**config.mk**
```make
export PLATFORM = sky130hd
export DESIGN_NAME = memory_access_stage_flat
export DESIGN_NICKNAME = d
export VERILOG_FILES = /design/src/rtl/memory_access_stage_if.sv /design/src/rtl/memory_access_stage.sv /design/src/flat_wrapper.sv
export SDC_FILE = /design/constraint.sdc
export NUM_CORES = 1
export LEC_CHECK = 0
export CAP_MARGIN = 20
export CORE_AREA = 2 2 120 122
export DETAILED_ROUTE_END_ITERATION = 7
export DIE_AREA = 0 0 122 124
export DONT_BUFFER_PORTS = 1
export GPL_TIMING_DRIVEN = 0
export HOLD_SLACK_MARGIN = 0.03
export PLACE_DENSITY = 0.58
export SLEW_MARGIN = 20
export SYNTH_ARGS = -nofsm -noshare
export SYNTH_HDL_FRONTEND = slang
export SYNTH_SLANG_ARGS = --single-unit
```
**constraint.sdc**
```tcl
create_clock -name clk -period 3.11 [get_ports clk]
set_input_delay 0.4665 -clock clk [delete_from_list [all_inputs] [get_ports clk]]
set_output_delay 0.4665 -clock clk [all_outputs]
set_load 0.01 [all_outputs]
```
**src/rtl/memory_access_stage_if.sv**
```systemverilog
// -----------------------------------------------------------------------------
// memory_access_stage_if
//   Request/acknowledge data-memory bus used by the M stage.
//
//   Signals
//     mem_req    request, held by the requester until mem_ack
//     mem_we     1 = write, 0 = read
//     mem_addr   word-aligned byte address
//     mem_wdata  write data
//     mem_rdata  read data, valid in the cycle mem_ack is high
//     mem_ack    one-cycle completion pulse from the memory
//
//   Modports
//     master  pipeline side (drives request, address, data)
//     slave   memory side (drives read data and acknowledge)
// -----------------------------------------------------------------------------
interface memory_access_stage_if;
    logic        mem_req;
    logic        mem_we;
    logic [31:0] mem_addr;
    logic [31:0] mem_wdata;
    logic [31:0] mem_rdata;
    logic        mem_ack;

    modport master (
        output mem_req,
        output mem_we,
        output mem_addr,
        output mem_wdata,
        input  mem_rdata,
        input  mem_ack
    );

    modport slave (
        input  mem_req,
        input  mem_we,
        input  mem_addr,
        input  mem_wdata,
        output mem_rdata,
        output mem_ack
    );
endinterface

```
**src/rtl/memory_access_stage.sv**
```systemverilog
// -----------------------------------------------------------------------------
// memory_access_stage
//   M stage of the 5-stage pipeline. Issues loads and stores from the execute
//   stage outputs onto a variable-latency req/ack data-memory bus, stalls the
//   upstream stages while an access is outstanding, aborts an access that is
//   not acknowledged in time, and registers results into the M/W register.
//
//   Parameters
//     TIMEOUT_CYCLES  wait cycles after issue before an access is aborted
//
//   Build option
//     MEM_MISALIGN_TRAP_EN  when defined, an access whose byte address has
//                           nonzero low bits is not issued; it is reported as
//                           mem_err with code 2'b10 instead. When undefined
//                           the low address bits are simply dropped.
//
//   Ports
//     clk            rising-edge clock
//     rst            asynchronous reset, active low
//     RegWriteM      instruction writes rd
//     MemWriteM      store
//     ResultSrcM     1 = load (result from memory), 0 = ALU result
//     RD_M           destination register
//     PCPlus4M       PC+4 passthrough
//     ALU_ResultM    ALU result / memory byte address
//     WriteDataM     store data
//     dmem           data-memory bus (master side)
//     StallM         freeze PC, F/D, D/E and E/M registers
//     RegWriteW      W-stage write enable
//     ResultSrcW     W-stage result select
//     RD_W           W-stage destination register
//     PCPlus4W       W-stage PC+4
//     ALU_ResultW    W-stage ALU result
//     ReadDataW      W-stage load data
//     mem_err        one-cycle pulse: access aborted
//     mem_err_code   2'b01 timeout, 2'b10 misaligned; valid with mem_err
// -----------------------------------------------------------------------------
module memory_access_stage #(
    parameter int TIMEOUT_CYCLES = 255
) (
    input  logic                         clk,
    input  logic                         rst,

    input  logic                         RegWriteM,
    input  logic                         MemWriteM,
    input  logic                         ResultSrcM,
    input  logic [4:0]                   RD_M,
    input  logic [31:0]                  PCPlus4M,
    input  logic [31:0]                  ALU_ResultM,
    input  logic [31:0]                  WriteDataM,

    memory_access_stage_if.master        dmem,

    output logic                         StallM,
    output logic                         RegWriteW,
    output logic                         ResultSrcW,
    output logic [4:0]                   RD_W,
    output logic [31:0]                  PCPlus4W,
    output logic [31:0]                  ALU_ResultW,
    output logic [31:0]                  ReadDataW,
    output logic                         mem_err,
    output logic [1:0]                   mem_err_code
);

    // -------------------------------------------------------------------------
    // Constants
    // -------------------------------------------------------------------------
    localparam int CW = (TIMEOUT_CYCLES < 1) ? 1 : $clog2(TIMEOUT_CYCLES + 1);

    localparam logic [CW-1:0] COUNT_ZERO  = '0;
    localparam logic [CW-1:0] COUNT_ONE   = CW'(1);
    localparam logic [CW-1:0] COUNT_LIMIT = CW'(TIMEOUT_CYCLES);

    localparam logic [0:0] IDLE = 1'b0;
    localparam logic [0:0] WAIT = 1'b1;

    localparam logic [1:0] ERR_NONE     = 2'b00;
    localparam logic [1:0] ERR_TIMEOUT  = 2'b01;
    localparam logic [1:0] ERR_MISALIGN = 2'b10;

    // -------------------------------------------------------------------------
    // State
    // -------------------------------------------------------------------------
    logic [0:0]    state_reg, state_next;
    logic [CW-1:0] count_reg, count_next;

    logic          reg_write_w_reg;
    logic          result_src_w_reg;
    logic [4:0]    rd_w_reg;
    logic [31:0]   pc_plus4_w_reg;
    logic [31:0]   alu_result_w_reg;
    logic [31:0]   read_data_w_reg;
    logic          mem_err_reg;
    logic [1:0]    mem_err_code_reg;

    // -------------------------------------------------------------------------
    // Instruction decode
    // -------------------------------------------------------------------------
    logic        access;
    logic        is_load;
    logic        misalign;
    logic        issue;
    logic [31:0] addr_aligned;
    logic [31:0] read_data_next;

    // A store that also claims a memory result is treated as a store, so only
    // a pure ResultSrcM instruction captures read data.
    assign access  = MemWriteM | ResultSrcM;
    assign is_load = ResultSrcM & ~MemWriteM;

`ifdef MEM_MISALIGN_TRAP_EN
    assign misalign = |ALU_ResultM[1:0];
`else
    assign misalign = 1'b0;
`endif

    // Accesses that actually go out on the bus.
    assign issue = access & ~misalign;

    // Word-aligned bus address: byte-offset bits forced to zero.
    genvar gi;
    generate
        for (gi = 0; gi < 32; gi++) begin : g_addr_align
            if (gi < 2) begin : g_low
                assign addr_aligned[gi] = 1'b0;
            end else begin : g_high
                assign addr_aligned[gi] = ALU_ResultM[gi];
            end
        end
    endgenerate

    // -------------------------------------------------------------------------
    // Bus request and stall
    // -------------------------------------------------------------------------
    logic req;
    logic ack;
    logic complete;
    logic stall;
    logic at_limit;
    logic abort;
    logic trap;

    // The request is gated by rst so that asserting reset in the middle of an
    // outstanding access drops the request and the stall without waiting for
    // a clock edge, even while the E/M register still presents the access.
    assign req = rst & ((state_reg == WAIT) | ((state_reg == IDLE) & issue));

    // An acknowledge with no request outstanding is ignored.
    assign ack      = dmem.mem_ack & req;
    assign complete = ack;
    assign stall    = req & ~dmem.mem_ack;

    // An acknowledge in the same cycle the counter hits its limit completes
    // the access; the timeout is only taken when no acknowledge arrives.
    assign at_limit = (count_reg == COUNT_LIMIT);
    assign abort    = (state_reg == WAIT) & ~dmem.mem_ack & at_limit;

    // Misaligned access under the trap option: never issued, reported on the
    // next edge. In WAIT the inputs are held, so only IDLE can trap.
    assign trap = (state_reg == IDLE) & access & misalign;

    assign dmem.mem_req   = req;
    assign dmem.mem_we    = req & MemWriteM;
    assign dmem.mem_addr  = req ? addr_aligned : 32'd0;
    assign dmem.mem_wdata = req ? WriteDataM   : 32'd0;

    assign StallM = stall;

    // -------------------------------------------------------------------------
    // Access FSM and wait counter
    // -------------------------------------------------------------------------
    always_comb begin
        state_next = state_reg;
        count_next = count_reg;
        case (state_reg)
            IDLE: begin
                // Zero-wait completions never leave IDLE.
                if (stall) begin
                    state_next = WAIT;
                    count_next = COUNT_ONE;
                end
            end
            WAIT: begin
                if (dmem.mem_ack) begin
                    state_next = IDLE;
                    count_next = COUNT_ZERO;
                end else if (at_limit) begin
                    state_next = IDLE;
                    count_next = COUNT_ZERO;
                end else begin
                    count_next = count_reg + COUNT_ONE;
                end
            end
            default: begin
                state_next = IDLE;
                count_next = COUNT_ZERO;
            end
        endcase
    end

    always_ff @(posedge clk or negedge rst) begin
        if (!rst) begin
            state_reg <= IDLE;
            count_reg <= COUNT_ZERO;
        end else begin
            state_reg <= state_next;
            count_reg <= count_next;
        end
    end

    // -------------------------------------------------------------------------
    // M/W pipeline register
    // -------------------------------------------------------------------------
    assign read_data_next = is_load ? dmem.mem_rdata : 32'd0;

    always_ff @(posedge clk or negedge rst) begin
        if (!rst) begin
            reg_write_w_reg  <= 1'b0;
            result_src_w_reg <= 1'b0;
            rd_w_reg         <= 5'd0;
            pc_plus4_w_reg   <= 32'd0;
            alu_result_w_reg <= 32'd0;
            read_data_w_reg  <= 32'd0;
        end else if (stall | trap) begin
            // Bubble: suppress the register write, keep the other fields.
            // The abort cycle is also a stall cycle, so it bubbles here too.
            reg_write_w_reg  <= 1'b0;
        end else begin
            reg_write_w_reg  <= RegWriteM;
            result_src_w_reg <= ResultSrcM;
            rd_w_reg         <= RD_M;
            pc_plus4_w_reg   <= PCPlus4M;
            alu_result_w_reg <= ALU_ResultM;
            read_data_w_reg  <= complete ? read_data_next : 32'd0;
        end
    end

    // -------------------------------------------------------------------------
    // Error reporting: one-cycle pulse on the edge after the abort decision
    // -------------------------------------------------------------------------
    always_ff @(posedge clk or negedge rst) begin
        if (!rst) begin
            mem_err_reg      <= 1'b0;
            mem_err_code_reg <= ERR_NONE;
        end else begin
            mem_err_reg <= abort | trap;
            if (abort) begin
                mem_err_code_reg <= ERR_TIMEOUT;
            end else if (trap) begin
                mem_err_code_reg <= ERR_MISALIGN;
            end else begin
                mem_err_code_reg <= ERR_NONE;
            end
        end
    end

    assign RegWriteW    = reg_write_w_reg;
    assign ResultSrcW   = result_src_w_reg;
    assign RD_W         = rd_w_reg;
    assign PCPlus4W     = pc_plus4_w_reg;
    assign ALU_ResultW  = alu_result_w_reg;
    assign ReadDataW    = read_data_w_reg;
    assign mem_err      = mem_err_reg;
    assign mem_err_code = mem_err_code_reg;

endmodule

```
**src/flat_wrapper.sv**
```systemverilog
// flat-port wrapper written by rule: the top's interface ports become plain ports
module memory_access_stage_flat 
#(
    parameter int TIMEOUT_CYCLES = 255
)
  (clk, rst, RegWriteM, MemWriteM, ResultSrcM, RD_M, PCPlus4M, ALU_ResultM, WriteDataM, StallM, RegWriteW, ResultSrcW, RD_W, PCPlus4W, ALU_ResultW, ReadDataW, mem_err, mem_err_code, dmem_mem_req, dmem_mem_we, dmem_mem_addr, dmem_mem_wdata, dmem_mem_rdata, dmem_mem_ack);
  memory_access_stage_if dmem_i ();
  input  logic clk;
  input  logic rst;
  input  logic RegWriteM;
  input  logic MemWriteM;
  input  logic ResultSrcM;
  input  logic [4:0] RD_M;
  input  logic [31:0] PCPlus4M;
  input  logic [31:0] ALU_ResultM;
  input  logic [31:0] WriteDataM;
  output logic StallM;
  output logic RegWriteW;
  output logic ResultSrcW;
  output logic [4:0] RD_W;
  output logic [31:0] PCPlus4W;
  output logic [31:0] ALU_ResultW;
  output logic [31:0] ReadDataW;
  output logic mem_err;
  output logic [1:0] mem_err_code;
  output wire logic [$bits(dmem_i.mem_req)-1:0] dmem_mem_req;
  output wire logic [$bits(dmem_i.mem_we)-1:0] dmem_mem_we;
  output wire logic [$bits(dmem_i.mem_addr)-1:0] dmem_mem_addr;
  output wire logic [$bits(dmem_i.mem_wdata)-1:0] dmem_mem_wdata;
  input wire logic [$bits(dmem_i.mem_rdata)-1:0] dmem_mem_rdata;
  input wire logic [$bits(dmem_i.mem_ack)-1:0] dmem_mem_ack;
  assign dmem_mem_req = dmem_i.mem_req;
  assign dmem_mem_we = dmem_i.mem_we;
  assign dmem_mem_addr = dmem_i.mem_addr;
  assign dmem_mem_wdata = dmem_i.mem_wdata;
  assign dmem_i.mem_rdata = dmem_mem_rdata;
  assign dmem_i.mem_ack = dmem_mem_ack;
  memory_access_stage #(.TIMEOUT_CYCLES(TIMEOUT_CYCLES)) u_core (.clk(clk), .rst(rst), .RegWriteM(RegWriteM), .MemWriteM(MemWriteM), .ResultSrcM(ResultSrcM), .RD_M(RD_M), .PCPlus4M(PCPlus4M), .ALU_ResultM(ALU_ResultM), .WriteDataM(WriteDataM), .dmem(dmem_i), .StallM(StallM), .RegWriteW(RegWriteW), .ResultSrcW(ResultSrcW), .RD_W(RD_W), .PCPlus4W(PCPlus4W), .ALU_ResultW(ALU_ResultW), .ReadDataW(ReadDataW), .mem_err(mem_err), .mem_err_code(mem_err_code));
endmodule
```
==> metrics.yaml <==
setup_path:
  setup.worst_path.end_class: "primary output"
  worstPathRequired_ns: 2.64
  crit_family: "buffers and inverters"
  path_class: "reg -> out"
  crit_path_max_incr_delay_ns: 0.50
  critPathSlowestCell: "clkbuf_1"
  rr_startpoint: "u_core.state_reg"
  crit_top_cell: "clkbuf_1"
  crit_chain: "o31a_1 -> clkbuf_1 -> clkbuf_1 -> and2_1"
  crit_arrival_ns: 2.31
  crit_start: "u_core.state_reg"
  critPathBufInv: 2
  cp-start-kind: "flop"
  crit_fanout: 10
die:
  fp.dieArea_mm2: 0.0151
  core_mm2: 0.0137
  start_util_pct: 34.5
  die_width_um: 122
  rows: 43
  die_h_um: 124
  io_pins: 312
layout:
  most-common-layout-cells: "113 x dfrtp_1, 66 x mux2_2, 64 x and2_1"
  nets: 517
  area_growth_syn_to_layout_pct: 19.2
  drive_gt1_share_pct: 30.5
  layout_commonest_cell: "dfrtp_1"
  antenna_cells: 0
power_and_ir_drop:
  p_sw_uw: 937
  leakagePower_uw: 0.00247
  netSwitchingFraction_pct: 23.1
  seqPwrFrac_pct: 41.5
  clkPwrFrac_pct: 51.2
  vdd_drop_max_mv: 0.325
  power_frac_comb_pct: 7.3
  p_int_uw: 3120
  power.density_mw_per_mm2: 718
min_path:
  hp-start: "dmem_mem_ack"
  hp-class: "in -> reg"
cts:
  cts-root-buf: "clkbuf_16"
  h-tree-depth: 4
  cts_tree: "done"
  cts-resized-gates: 0
  clock_path_buffers: 2
  numCtsBuffers: 17
  clk_latency_ns: 0.41
  clock-sinks: 113
  clkTransAtPathRegs_ns: 0.05
routing:
  routed_wirelength_mm: 12.1
  firstDrtPassIters: 5
  vias: 2970
  drc: 0
  wl_per_cell_um: 21.3
  antenna_left: 0
  viasPerCell: 5.21
  initialDrtViolationCount: 69
logic_synthesis:
  synth-seq-cells: 113
  netlist_area_mm2: 0.00474
  synth_ff_type: "dfrtp_1"
  synth-edff-count: 0
  async_flop_share_pct: 100
  synth_area_leaders: "dfrtp_1 60%, mux2_2 16%, and2_1 8.4%, a22o_1 5.9%, mux2_4 1.3%"
  syn_inst: 354
  synth.top_cell.area_share_pct: 59.7
  yosysTopAreaCell: "dfrtp_1"
  yosysSeqAreaShare_pct: 59.7
  yosysWarnings: 0
  ys_types: 31
  syn_area_per_cell_um2: 13.4
run_status:
  outcome: "complete, no violations"
timing:
  tns_ns: 0
  slew_violations: 0
  fmaxAchievable_ghz: 0.360
  setup_viol: 0
  tightestPinTransition_ns: 0.650
  rsz0062_at_grt: "false"
  finalCriticalPeriod_ns: 2.77
  hold_viol: 0
  hold_slack_ns: 0.122
  finClkSkew_ns: 0.00669
  period_share_pct: 89.2
  slew_headroom_pct: 56.6
placed_design:
  gp_congestion: 0.825
  hpwl_mm: 9.13
  io_buffers: 0
global_route:
  grt_first_pass_wirelength_mm: 16.9
  grt_use_total_pct: 15.3
  grt_max_degree: 114
  overflow: 0
  grt_pass1_vias: 3064
  antenna_found_initial: 0
run:
  max-cap-violations: 0
final cells by class:
cell class,count,area (µm²)
Buffer,28,154
Clock buffer,22,484
Clock inverter,10,155
Fill cell,1296,8070
Inverter,2,7.51
Multi-Input combinational cell,213,1760
Sequential cell,113,2830
Tap cell,180,225
Timing Repair Buffer,2,37.5
worst reg2reg max path, cell delays in order (launching register included):
cell and delay (ns):
dfrtp_1 0.44, o31a_1 0.27, and2_1 0.17, buf_6 0.14, buf_6 0.15, buf_2 0.20
a22o_1 0.26
stage by stage:
stage / util (%) / instance area, µm² / worst slack (ns) / std cells / total power [µW]
floorplan: - / 4750 / 1.31 / 356 / 1910
global placement: 36.2 / 4970 / 0.635 / 536 / 1970
detailed placement: 36.2 / 4970 / 0.640 / 536 / 1980
CTS: 41.2 / 5650 / 0.209 / 570 / 4120
global route: 41.2 / 5650 / 0.128 / 570 / 4220
finish: 41.2 / 5650 / 0.336 / 570 / 4060
path summary, 6_finish.rpt:
check,slack [ns],depth (start not counted),endpoint
worst max-delay path,0.34,4,dmem_mem_addr[22]
worst min-delay path,0.12,1,u_core.state_reg
worst max register to register,1.37,6,u_core.ReadDataW[7]
worst min register to register,0.55,2,u_core.count_reg[5]
max in group asynchronous,2.03,2,u_core.ReadDataW[8]
min in group asynchronous,0.67,2,u_core.PCPlus4W[20]
power by group through the flow:
| stage | Clock, µW | Sequential, µW | Combinational, µW |
|---|---|---|---|
| finish | 2080 | 1690 | 296 |
| global route | 2190 | 1700 | 329 |
| CTS | 2130 | 1690 | 303 |
| detailed placement | 0 | 1710 | 268 |
| global placement | 0 | 1710 | 260 |
| floorplan | 0 | 1680 | 222 |
cells by family after synthesis:
group	after synthesis	synth area share [%]
flip-flops	113	59.7
AND/OR/NAND/NOR	89	11.5
multiplexers	70	16.9
AO/OA/AOI/OAI	49	8.00
buffers and inverters	30	3.41
adder cells (fa/ha/maj)	1	0.264
other	1	0.0791
XOR/XNOR	1	0.185
metal layers:
metal | share of wire (%) | GRT usage (%) | vias to the layer above
li1 | - | - | 1275
met1 | 34 | 15.9 | 1470
met2 | 54 | 27.3 | 210
met3 | 10 | 7.05 | 15
met4 | 1.4 | 5.75 | 0
met5 | 0 | 0 | -
cells in the mapped netlist, types with 4 or more instances:
cell and number:
a21oi_1 6, a22o_1 32, and2_1 64, buf_2 9, buf_4 4, clkbuf_1 12
dfrtp_1 113, mux2_2 66, mux2_4 4, nand2_1 5, o21ai_0 6, or3_1 4
what timing repair did:
| item | CTS | global route |
|---|---|---|
| hold endpoints to repair | 113 | 0 |
| hold buffers | 2 | 0 |
| buffers inserted | 0 | 0 |
Power figures use the tool's default switching activity.
